File: src/rtl/lcd_pkg.sv
// lcd_pkg: arbiter state encoding and LCD RS (data/command) levels shared by the LCD bus logic.
package lcd_pkg;
    typedef enum logic [1:0] {
        ARB_IDLE = 2'd0,
        ARB_CMD  = 2'd1,
        ARB_PIX  = 2'd2,
        ARB_GAP  = 2'd3
    } arb_state_t;
    localparam logic DC_CMD  = 1'b0;
    localparam logic DC_DATA = 1'b1;
endpackage

File: src/rtl/lcd_arb_gap_timer.sv
// lcd_arb_gap_timer: loadable down-counter; done is high while the count sits at zero.
module lcd_arb_gap_timer #(
    parameter int W = 2
) (
    input  logic         clk,
    input  logic         reset,
    input  logic         load,
    input  logic [W-1:0] load_val,
    input  logic         en,
    output logic         done
);
    logic [W-1:0] cnt;
    always_ff @(posedge clk or posedge reset) begin
        if (reset) cnt <= '0;
        else if (load) cnt <= load_val;
        else if (en && cnt != '0) cnt <= cnt - 1'b1;
    end
    assign done = cnt == '0;
endmodule

File: src/rtl/lcd_bus_arbiter.sv
// lcd_bus_arbiter: shares the LCD byte serializer between command and pixel channels with cs_n framing.
// Define LCD_ARB_ROUND_ROBIN_EN to alternate grants on IDLE ties instead of fixed command priority.
module lcd_bus_arbiter import lcd_pkg::*; #(
    parameter int GAP_CYCLES = 4,
    parameter int MAX_BURST  = 1024
) (
    input  logic       clk,
    input  logic       reset,
    input  logic       cmd_valid,
    output logic       cmd_ready,
    input  logic [7:0] cmd_byte,
    input  logic       cmd_dc,
    input  logic       cmd_last,
    input  logic       pix_valid,
    output logic       pix_ready,
    input  logic [7:0] pix_byte,
    input  logic       pix_last,
    output logic       pix_preempted,
    output logic       tx_valid,
    input  logic       tx_ready,
    output logic [7:0] tx_byte,
    output logic       tx_dc,
    output logic       cs_n,
    output logic       busy
);
    localparam int BW = $clog2(MAX_BURST + 1);
    localparam int GW = (GAP_CYCLES > 1) ? $clog2(GAP_CYCLES) : 1;
    localparam logic [BW-1:0] BURST_MAX = BW'(MAX_BURST);
    localparam logic [GW-1:0] GAP_LOAD = GW'((GAP_CYCLES > 0) ? GAP_CYCLES - 1 : 0);
    localparam arb_state_t END_STATE = (GAP_CYCLES > 0) ? ARB_GAP : ARB_IDLE;

    arb_state_t state;
    logic [BW-1:0] burst;
    logic in_cmd, in_pix, preempt, cmd_xfer, pix_xfer, grant_cmd, gap_done;

    assign in_cmd = state == ARB_CMD;
    assign in_pix = state == ARB_PIX;
    // A pending command cuts a pixel burst only once the burst limit is reached.
    assign preempt = in_pix && burst == BURST_MAX && cmd_valid;

    assign cs_n          = !(in_cmd || in_pix);
    assign busy          = state != ARB_IDLE;
    assign tx_valid      = in_cmd ? cmd_valid : in_pix && !preempt && pix_valid;
    assign tx_byte       = in_cmd ? cmd_byte : in_pix ? pix_byte : 8'h00;
    assign tx_dc         = in_cmd ? cmd_dc : in_pix ? DC_DATA : DC_CMD;
    assign cmd_ready     = in_cmd && tx_ready;
    assign pix_ready     = in_pix && !preempt && tx_ready;
    assign pix_preempted = preempt;
    assign cmd_xfer      = cmd_valid && cmd_ready;
    assign pix_xfer      = pix_valid && pix_ready;

`ifdef LCD_ARB_ROUND_ROBIN_EN
    logic last_grant;  // 1 = pixel was granted last
    assign grant_cmd = cmd_valid && (!pix_valid || last_grant);
    always_ff @(posedge clk or posedge reset) begin
        if (reset) last_grant <= 1'b1;
        else if (state == ARB_IDLE && (cmd_valid || pix_valid)) last_grant <= !grant_cmd;
    end
`else
    assign grant_cmd = cmd_valid;
`endif

    always_ff @(posedge clk or posedge reset) begin
        if (reset) begin
            state <= ARB_IDLE;
            burst <= '0;
        end else begin
            case (state)
                ARB_IDLE: begin
                    if (grant_cmd) state <= ARB_CMD;
                    else if (pix_valid) begin
                        state <= ARB_PIX;
                        burst <= '0;
                    end
                end
                ARB_CMD: if (cmd_xfer && cmd_last) state <= END_STATE;
                ARB_PIX: begin
                    if (preempt || (pix_xfer && pix_last)) state <= END_STATE;
                    if (pix_xfer && burst != BURST_MAX) burst <= burst + 1'b1;
                end
                ARB_GAP: if (gap_done) state <= ARB_IDLE;
                default: state <= ARB_IDLE;
            endcase
        end
    end

    lcd_arb_gap_timer #(.W(GW)) u_gap (
        .clk      (clk),
        .reset    (reset),
        .load     ((cmd_xfer && cmd_last) || (pix_xfer && pix_last) || preempt),
        .load_val (GAP_LOAD),
        .en       (state == ARB_GAP),
        .done     (gap_done)
    );
endmodule

File: config.mk
export PLATFORM = sky130hd
export DESIGN_NAME = lcd_bus_arbiter
export DESIGN_NICKNAME = d
export VERILOG_FILES = /design/src/rtl/lcd_pkg.sv /design/src/rtl/lcd_arb_gap_timer.sv /design/src/rtl/lcd_bus_arbiter.sv
export SDC_FILE = /design/constraint.sdc
export NUM_CORES = 1
export LEC_CHECK = 0
export ABC_CLOCK_PERIOD_IN_PS = 4000
export BUFFER_PORTS_ARGS = -buffer_cell sky130_fd_sc_hd__buf_2
export CAP_MARGIN = 20
export CORE_ASPECT_RATIO = 0.9
export CORE_UTILIZATION = 28
export CTS_CLUSTER_DIAMETER = 150
export DETAILED_ROUTE_END_ITERATION = 8
export PLACE_DENSITY_LB_ADDON = 0.12
export SLEW_MARGIN = 20
export SYNTH_ARGS = -nofsm -noshare
export SYNTH_HDL_FRONTEND = slang
export SYNTH_HIERARCHICAL = 1
export SYNTH_SLANG_ARGS = --single-unit
File: constraint.sdc
create_clock -name clk -period 4 [get_ports clk]
set_input_delay 0.4 -clock clk [delete_from_list [all_inputs] [get_ports clk]]
set_output_delay 0.4 -clock clk [all_outputs]
set_load 0.005 [all_outputs]
==> reports/qor.yml <==
synth.area.top_cells: "dfrtp_1, ha_1, nand2_1"
hold_viol_final: 0
synth-edff-count: 0
synth_ff_type: "dfrtp_1"
route.detailed.drc: 0
drive_gt1_frac: 0.258
final_common_cell: "buf_2"
dr.pass1.iters: 4
grt-ovfl-total: 0
fin_nets: 222
synth_area_leader_cell: "dfrtp_1"
peakVddDrop_mv: 0.262
hpwl_mm: 2.45
synthArstFlopShare: 1.00
max_slew.worst_pin.slew_ns: 0.898
wl_per_cell_um: 13.3
required_ns: 4.13
period_needed_ns: 2.78
ys_types: 42
final_area_um2: 1540
status: "completed"
synth.cell_area_um2: 1250
antenna_cells: 0
layout_common_cells: "buf_2, nand2_1, dfrtp_1"
fmax_ghz: 0.360
cp_max_fo: 6
max-cap-violations: 0
ys_ff_latch: 15
ios: 39
first_iter_violations: 35
clock_skew_ns: 0.00209
areaGrowthSynthToFinish_pct: 23.3
timing.final.crit_share: 0.695
ant_nets: 0
ys_seq_area_frac: 0.300
cts-root-buf: "clkbuf_8"
chipHeight_um: 65.5
setup_violations: 0
grt_pass1_vias: 1225
yosys_warnings: 6
max_slew_margin: 0.401
totalWireLength_mm: 3.33
clk_latency_ns: 0.25
clk_path_buf_depth: 2
powerDensity_nw_per_um2: 606
fin_tns_setup_ns: 0
core_area_um2: 4180
grt_antenna_before_repair: 0
netlist.area_leader.share: 0.300
track_usage: 0.152
initial_utilization: 0.299
end_kind: "register"
syn_area_per_cell_um2: 8.19
clkSinkCount: 15
cp.arrival_ns: 2.91
min_path_type: "register to register"
rows: 22
htreeDepth: 1
rsz0062_at_grt: "false"
synthCells: 153
grt_pass1_wl_mm: 5.60
vias_per_cell: 5.10
cp-start-kind: "register"
cts_buffers: 3
gp_congestion: 0.828
clk_pin_slew_ns: 0.06
via_count: 1274
leakage_nw: 0.732
die-area_um2: 4750
tritoncts: "yes"
crit_type: "register to register"
placed_cell_area_um2: 1490
io_buffers: 38
die_w_um: 72.5
grt_max_degree: 21
finalMaxSlewViolations: 0
-- cells by family (layout without fill, tap and decap cells) --
group	Yosys count	after routing	share of synthesized area
buf+inv	20	56	0.0659
flops	15	15	0.300
mux	3	3	0.0250
other cells	1	2	0.00299
fa+ha+maj	7	7	0.0699
compound gates	46	46	0.266
simple gates	61	61	0.271
-- layer usage --
layer	vias to the layer above	part of all wire	routed length, um	global-route usage
li1	633	-	-	-
met3	5	0.053	177	0.0184
met4	0	0.015	49	0.0637
met2	50	0.43	1430	0.244
met5	-	0	0	0
met1	586	0.50	1670	0.205
-- power breakdown --
part	leakage, nW	switching, mW	internal, mW	total [mW]
Combinational	0.512	0.322	0.254	0.576
Clock	0.0255	0.0573	0.0691	0.126
Sequential	0.194	0.0382	0.195	0.233
-- state kept, by name, summed over array words and instances, names as in the netlist --
signal     count
state          2
u_gap/cnt      2
burst         11
-- cells in the mapped netlist (2+ instances only) --
| master | n |
|---|---|
| a31oi_1 | 6 |
| a41oi_1 | 3 |
| mux2i_1 | 2 |
| a221o_1 | 3 |
| nor4_1 | 2 |
| clkbuf_1 | 6 |
| and3_1 | 4 |
| o31a_1 | 2 |
| nor2_1 | 6 |
| ha_1 | 7 |
| nand2b_1 | 4 |
| o31ai_1 | 4 |
| nand4_1 | 2 |
| a21oi_1 | 3 |
| a21o_1 | 3 |
| nand3_1 | 8 |
| and2_1 | 3 |
| inv_1 | 13 |
| nor4b_1 | 2 |
| dfrtp_1 | 15 |
| o21ai_0 | 13 |
| a22o_1 | 2 |
| nand2_1 | 21 |
-- final cells by class --
type | instances | area [um2]
flip-flops and latches | 15 | 375
repair buffers | 39 | 200
inverters | 13 | 48.8
well taps | 60 | 75.1
clock inverters | 1 | 5.00
multi-input cells | 119 | 798
clock buffers | 3 | 41.3
fillers | 460 | 2640
-- worst max-delay path: stages (launching register included) --
cell	delay, ns
dfrtp_1	0.40
inv_1	0.09
ha_1	0.14
or4b_4	0.50
or4_4	0.54
nor2_1	0.19
a311o_1	0.27
and2b_1	0.22
a221o_1	0.32
-- stage by stage --
stage	setup WS, ns	power [mW]	cells	utilization	hold slack [ns]
CTS	1.25	0.943	250	0.369	0.509
finish	1.22	0.936	250	0.369	0.508
global placement	1.33	0.797	245	0.356	0.261
detailed placement	1.27	0.805	245	0.356	0.265
floorplan	1.44	0.646	154	-	0.141
global route	1.04	1.04	250	0.369	0.539
-- path summary, 6_finish.rpt --
check / slack, ns / cells past startpoint / end / start
max in group asynchronous: 2.90 / 3 / burst[2] / reset
min in group asynchronous: 0.54 / 3 / u_gap/cnt[1] / reset
min reg2reg: 0.51 / 1 / burst[8] / burst[8]
max reg2reg: 1.22 / 8 / u_gap/cnt[1] / burst[0]
max: 1.22 / 8 / u_gap/cnt[1] / burst[0]
min: 0.51 / 1 / burst[8] / burst[8]
-- what timing repair did --
action | in CTS | in global routing
hold endpoints to repair | 2 | 0
buffers inserted | 0 | 0
gates resized for setup | 0 | 0
hold buffers | 1 | 0
Power figures use the tool's default switching activity.
